[config.mk]
export PLATFORM = sky130hd
export DESIGN_NAME = booth_mul_sequencer
export DESIGN_NICKNAME = d
export VERILOG_FILES = /design/src/rtl/booth_mul_sequencer.sv
export SDC_FILE = /design/constraint.sdc
export NUM_CORES = 1
export LEC_CHECK = 0
export ABC_AREA = 1
export BUFFER_PORTS_ARGS = -buffer_cell sky130_fd_sc_hd__buf_2
export CAP_MARGIN = 10
export CORE_MARGIN = 3
export CORE_UTILIZATION = 40
export DETAILED_ROUTE_END_ITERATION = 8
export PLACE_DENSITY = 0.68
export SLEW_MARGIN = 0
export SYNTH_ARGS = -nofsm -noshare
export SYNTH_HDL_FRONTEND = slang
export SYNTH_SLANG_ARGS = --single-unit
[constraint.sdc]
create_clock -name clk -period 6.3 [get_ports clk]
set_input_delay 0.315 -clock clk [delete_from_list [all_inputs] [get_ports clk]]
set_output_delay 0.315 -clock clk [all_outputs]
set_load 0.02 [all_outputs]
[src/rtl/booth_mul_sequencer.sv]
// booth_mul_sequencer: issue/capture stage in front of a radix-4 Booth multiplier.
// Buffers signed operand pairs in a DEPTH-entry FIFO, drives the multiplier's
// level-sensitive start/ready handshake and holds each product on a
// valid/ready output register.
// Optional build macro: MUL_ZERO_BYPASS_EN (pairs with a zero operand produce
// a zero product directly, without running the multiplier).
module booth_mul_sequencer #(
  parameter int W     = 8,
  parameter int DEPTH = 4
) (
  input  logic           clk,
  input  logic           rst,
  input  logic           in_valid,
  output logic           in_ready,
  input  logic [W-1:0]   in_a,
  input  logic [W-1:0]   in_b,
  output logic           out_valid,
  input  logic           out_ready,
  output logic [2*W-1:0] out_p,
  output logic           mul_start,
  output logic [W-1:0]   mul_m,
  output logic [W-1:0]   mul_q,
  input  logic           mul_ready,
  input  logic [2*W-1:0] mul_p,
  output logic           busy
);

  localparam int AW = (DEPTH > 1) ? $clog2(DEPTH) : 1;
  localparam int CW = AW + 1;
  localparam logic [CW-1:0] FULL_CNT = CW'(DEPTH);

  typedef enum logic [1:0] {
    IDLE  = 2'd0,
    ISSUE = 2'd1,
    DRAIN = 2'd2
  } state_t;

  state_t          state_q, state_d;
  logic [AW-1:0]   wr_ptr_q, wr_ptr_d;
  logic [AW-1:0]   rd_ptr_q, rd_ptr_d;
  logic [CW-1:0]   count_q, count_d;
  logic            in_ready_q, in_ready_d;
  logic            out_valid_q, out_valid_d;
  logic [2*W-1:0]  out_p_q, out_p_d;
  logic            mul_start_q, mul_start_d;
  logic [W-1:0]    mul_m_q, mul_m_d;
  logic [W-1:0]    mul_q_q, mul_q_d;
  logic            busy_q, busy_d;

  // Operand storage: {a, b} per entry.
  logic [2*W-1:0]  mem_q [DEPTH];

  logic            push;
  logic            pop;
  logic [W-1:0]    head_a;
  logic [W-1:0]    head_b;

  assign push   = in_valid && in_ready_q;
  assign head_a = mem_q[rd_ptr_q][2*W-1:W];
  assign head_b = mem_q[rd_ptr_q][W-1:0];

  // Sequencer: pop in IDLE, hold start through ISSUE, wait out stale ready in DRAIN.
  always_comb begin
    state_d     = state_q;
    pop         = 1'b0;
    out_valid_d = out_valid_q;
    out_p_d     = out_p_q;
    mul_start_d = mul_start_q;
    mul_m_d     = mul_m_q;
    mul_q_d     = mul_q_q;

    if (out_valid_q && out_ready) begin
      out_valid_d = 1'b0;
    end

    case (state_q)
      IDLE: begin
        if ((count_q != '0) && !out_valid_q && !mul_ready) begin
          pop = 1'b1;
`ifdef MUL_ZERO_BYPASS_EN
          if ((head_a == '0) || (head_b == '0)) begin
            out_p_d     = '0;
            out_valid_d = 1'b1;
          end else begin
            mul_m_d     = head_a;
            mul_q_d     = head_b;
            mul_start_d = 1'b1;
            state_d     = ISSUE;
          end
`else
          mul_m_d     = head_a;
          mul_q_d     = head_b;
          mul_start_d = 1'b1;
          state_d     = ISSUE;
`endif
        end
      end
      ISSUE: begin
        if (mul_ready) begin
          out_p_d     = mul_p;
          out_valid_d = 1'b1;
          mul_start_d = 1'b0;
          state_d     = DRAIN;
        end
      end
      DRAIN: begin
        if (!mul_ready) begin
          state_d = IDLE;
        end
      end
      default: begin
        state_d = IDLE;
      end
    endcase
  end

  // FIFO bookkeeping; in_ready and busy are registered from next-state values
  // so they reflect the block's state in the same cycle as the other outputs.
  always_comb begin
    wr_ptr_d = wr_ptr_q;
    rd_ptr_d = rd_ptr_q;
    count_d  = count_q;
    if (push) begin
      wr_ptr_d = wr_ptr_q + AW'(1);
    end
    if (pop) begin
      rd_ptr_d = rd_ptr_q + AW'(1);
    end
    case ({push, pop})
      2'b10:   count_d = count_q + CW'(1);
      2'b01:   count_d = count_q - CW'(1);
      default: count_d = count_q;
    endcase
    in_ready_d = (count_d != FULL_CNT);
    busy_d     = (state_d != IDLE) || (count_d != '0);
  end

  // Control and output registers.
  always_ff @(posedge clk or posedge rst) begin
    if (rst) begin
      state_q     <= IDLE;
      wr_ptr_q    <= '0;
      rd_ptr_q    <= '0;
      count_q     <= '0;
      in_ready_q  <= 1'b1;
      out_valid_q <= 1'b0;
      out_p_q     <= '0;
      mul_start_q <= 1'b0;
      mul_m_q     <= '0;
      mul_q_q     <= '0;
      busy_q      <= 1'b0;
    end else begin
      state_q     <= state_d;
      wr_ptr_q    <= wr_ptr_d;
      rd_ptr_q    <= rd_ptr_d;
      count_q     <= count_d;
      in_ready_q  <= in_ready_d;
      out_valid_q <= out_valid_d;
      out_p_q     <= out_p_d;
      mul_start_q <= mul_start_d;
      mul_m_q     <= mul_m_d;
      mul_q_q     <= mul_q_d;
      busy_q      <= busy_d;
    end
  end

  // Operand storage write port; contents are only meaningful under count_q.
  always_ff @(posedge clk) begin
    if (push) begin
      mem_q[wr_ptr_q] <= {in_a, in_b};
    end
  end

  assign in_ready  = in_ready_q;
  assign out_valid = out_valid_q;
  assign out_p     = out_p_q;
  assign mul_start = mul_start_q;
  assign mul_m     = mul_m_q;
  assign mul_q     = mul_q_q;
  assign busy      = busy_q;

endmodule

# Word-level counts from Yosys, hierarchy flattened
# Memory sizes are Yosys's and may differ from the RTL's. A register that Yosys moved wholly into a read port is not among the register bits.
# Cells that the tools add are included.
# classes
n_eq_ne	7
n_reduce_logical	15
muxes	15
add_sub_neg	4
# ops
op	count
$mux W1	9
$mux W2	3
$pmux W2 S3	1
$pmux W3 S2	1
$reduce_bool A3 Y1	2
$add A2 B1 Y2 const B	2
$eq A2 B1 Y1 const B	2
$eq A2 B2 Y1 const B	2
$logic_and A1 B1 Y1	4
$ne A2 B2 Y1 const B	2
$reduce_and A2 Y1	2
$reduce_bool A2 Y1	2
$add A3 B1 Y3 const B	1
$ne A3 B3 Y1 const B	1
$reduce_and A3 Y1	1
$sub A3 B1 Y3 const B	1
$logic_not A1 Y1	2
$logic_not A2 Y1	1
$pmux W1 S2	1
$logic_or A1 B1 Y1	1
# totals
regBits	29
ramBits	64
mem_count	1
elab_cells	51
inputBits	37
# mem_list
memory	words	width	read_ports	rd_ports_with_merged_regs	wr	line	rtl
mem_q	4	16	1	1	1	51	logic [2*W-1:0] mem_q [DEPTH];

# Depth between registers and ports, before layout
# logic_depth
depth_word	9
depth_mapped	15

# Worst setup path before layout
# No wires, ideal clock.
# synth_timing
kind	register -> register
start	register out_valid_q (netlist: out_valid)
end	register busy_q (netlist: busy)
arrival_ns	1.923
stages_incl_launch_ff	13
path_slack_ns	4.259
required_ns	6.181
path_cell_list	dfrtp_1 -> nor2_2 -> nand3_2 -> inv_4 -> buf_6 -> ha_1 -> inv_1 -> fa_1 -> nand2_1 -> nand2_1 -> nand3_1 -> nor2_1 -> nand2_1
# synth_via
elab_chain_cells	9
# synth_lines
item	line	rtl
start, declared	43	logic out_valid_q, out_valid_d;
start signal, assigned	158	out_valid_q <= out_valid_d;
$logic_not A1 Y1 *	78	if ((count_q != '0) && !out_valid_q && !mul_ready) begin
$logic_and A1 B1 Y1 * (2 in series)	78	
$mux W1 *	78	
$mux W1 *	76	case (state_q)
via pop	54	logic pop;
$eq A2 B1 Y1 / $eq A2 B2 Y1 (equally long branches)	129	case ({push, pop})
$pmux W3 S2 *	129	
$reduce_bool A3 Y1 *	135	busy_d = (state_d != IDLE) || (count_d != '0);
$logic_or A1 B1 Y1 *	135	
via busy_d	48	logic busy_q, busy_d;
end signal, assigned	163	busy_q <= busy_d;
end, declared	48	
# The timed path passes the listed nets; every way through them passes the cells marked *.
# A chain may end at the register's enable or synchronous reset.

# Worst setup path after layout
# layout_timing
start	register state_q[1]
end	register busy_q (netlist: busy)
# layout_via
elab_chain_cells	6
# layout_lines
item	line	rtl
start, declared	38	state_t state_q, state_d;
start signal, assigned	153	state_q <= state_d;
$logic_not A2 Y1	76	
$mux W1	76	
$eq A2 B1 Y1 / $eq A2 B2 Y1 (equally long branches)	129	
$pmux W3 S2	129	
$reduce_bool A3 Y1	135	
$logic_or A1 B1 Y1 *	135	
via busy_d	48	
# Marked as above.

==> run_results.csv <==
group,metric,value,unit
timing,relSlewSlack,0.355,
worst_setup_path,max_stage_delay,480,ps
timing,clock_skew,12.0,ps
routing,dr.pass1.iters,4,
worst_setup_path,timing.rr.start,"state_q[1]",
global_route,first_global_vias,2797,
power,leakage,2.30,nW
place,io_buffer_count,72,
cts,cts_tree,"yes",
routing,drt_wl_total,8490,um
die,io_pins,73,
routing,avgViaCountPerCell,4.67,
global_route,grt-ovfl-total,0,
routing,first_iter_violations,170,
cells_and_area,n_antenna_cell,0,
power,powerDensity,483,nW/um2
yosys,avgSynthCellArea,10.9,um2
cells_and_area,syn2layout_area_growth,14.0,%
outcome,status,"completed",
routing,wl_per_cell,13.8,um
min_path,min_path_type,"input port to async pin",
worst_setup_path,slowest_stage,"fa_1",
global_route,grt_pass1_wl,14000,um
cts,cts_root_buf,"clkbuf_8",
routing,drtAntennaViolNets,0,
yosys,syn-num-nets,448,
worst_setup_path,startpoint,"state_q[1]",
worst_setup_path,cp_top_family,"simple AND/OR/NAND/NOR gates",
worst_setup_path,critPathCaptureType,"flip-flop",
cells_and_area,fin_area,5030,um2
die,die-area,12300,um2
place,gp_congestion,0.766,
die,num_rows,37,
die,start_util,0.420,
yosys,synthDistinctLibCells,25,
die,die_h,111,um
yosys,synth_cells,405,
yosys,synth_area,4410,um2
cts,clock_latency,360,ps
cells_and_area,drive_above_1_share,0.223,
die,die_w,111,um
timing,fin_tns_setup,0,ps
yosys,ys_warn_count,0,
cells_and_area,fin_nets,517,
worst_setup_path,crit_type,"flip-flop to flip-flop",
timing,report.final.slew_viol_count,0,
worst_setup_path,cp_num_buf_inv,2,
cells_and_area,final_common_cell,"nand2_1",
cts,clk_pin_slew_worst_paths,100,ps
place,placed_area,4820,um2
global_route,grt_max_degree,46,
global_route,antenna_found_initial,0,
cells_and_area,postLayoutCoreUtil,0.478,
worst_setup_path,crit_top_cell,"nand2_1",
worst_setup_path,cp.required,6560,ps
worst_setup_path,cp_max_fo,22,
global_route,grt.total_usage,0.141,
cts,postCtsSetupBuffers,0,
timing,rsz0062_at_grt,"no",
flow_run,cap_violations,0,
routing,vias,2870,
cts,cts_sinks,109,
cts,h-tree-depth,3,
cts,holdBufCountCts,0,
worst_setup_path,r2r_slack,3690,ps
yosys,ys_ff_latch,109,
timing,finalSetupViolCount,0,
worst_setup_path,startpoint_type,"flip-flop",
worst_setup_path,worstPathCellList,"nor2_2 -> nand3_2 -> inv_4 -> ha_1 -> inv_1 -> fa_1 -> nand2_1 -> nand2_1 -> nand3_1 -> nor2_1 -> nand2_1",
timing,layout_min_cycle_time,2610,ps
power,ir_drop,0.220,mV
cells_and_area,final_cell_mix,"131 x nand2_1, 72 x buf_2, 66 x nor2_1",
yosys,ys_seq_area_frac,0.691,
worst_setup_path,cp.arrival,2870,ps
power,p_total,2.43,mW
timing,clock.fmax,383,MHz
cts,post_cts_resized,0,
routing,drc,0,
timing,worst_slew_pin_slew,966,ps
die,core_area,10500,um2
timing,period_share,0.414,
cts,clockBufferDepth,2,
timing,hold_viol,0,
cts,cts_buffers,9,
place,dp_hpwl,5660,um
## metal layers
metal | track usage | up-vias | wire (um)
li1 | - | 1437 | -
met1 | 0.190 | 1327 | 3890
met2 | 0.227 | 98 | 3940
met3 | 0.0409 | 8 | 596
met4 | 0.0381 | 0 | 70
met5 | 0 | - | 0
## path summary, 6_finish.rpt
kind,to,depth (start not counted)
hold / removal,out_p[5],2
setup reg to reg,busy,11
max in group asynchronous,mul_m[5],2
min in group clk,out_valid,2
setup / recovery,busy,11
hold reg to reg,out_p[3],2
## area by class of cell
type                       count  area, um2
clock inverter                 7       82.6
clock buffer                   9        124
multi-input combinational    256       1130
timing repair buffer          73        368
sequential                   109       3050
tap                          136        170
fill                         969       5480
inverter                      25        101
## through the flow
step	hold WS, ps	setup WS [ps]	std cells
after global placement	456	3740	599
after floorplan	411	4260	405
after detailed placement	463	3660	599
final	138	3690	615
after CTS	120	3660	615
after global routing	122	3450	615
## cell usage after synthesis
cell type,instances,area share
nand3_2,1,0.0023
buf_6,9,0.023
nor2_2,2,0.0028
nor2_4,1,0.0026
o21ai_0,23,0.026
nand4_1,1,0.0014
nor2_1,70,0.060
xor2_1,1,0.0020
buf_4,3,0.0051
inv_2,3,0.0026
a21oi_1,1,0.0011
ha_1,5,0.014
dfstp_2,1,0.0060
nand2_4,1,0.0026
nand3_1,5,0.0057
o21ai_1,11,0.012
dfrtp_1,44,0.25
inv_4,3,0.0043
xor2_2,1,0.0037
inv_1,19,0.016
edfxtp_1,64,0.44
buf_2,3,0.0034
fa_1,1,0.0045
nand2_1,131,0.11
xnor2_1,1,0.0020
## registers in the layout, summed over array words and instances, names as in the netlist
register / flops
out_p: 16
state_q: 2
wr_ptr_q: 2
mul_m: 8
out_valid: 1
mul_q: 8
mem_q: 64
rd_ptr_q: 2
busy: 1
in_ready: 1
count_q: 3
mul_start: 1
## logic make-up after synthesis
family | count (synthesis) | share of synthesized area
AOI/OAI and AO/OA | 35 | 0.0397
xor gates and xnor gates | 3 | 0.00766
adders and majority gates | 6 | 0.0187
buffers and inverters | 40 | 0.0545
DFF | 109 | 0.691
and+or+nand+nor | 212 | 0.188
## power breakdown
group | internal (mW) | switching (mW) | total [mW]
Combinational | 0.281 | 0.616 | 0.897
Clock | 0.190 | 0.238 | 0.428
Sequential | 0.987 | 0.117 | 1.10
No activity file was read; power rests on OpenSTA's default activity.
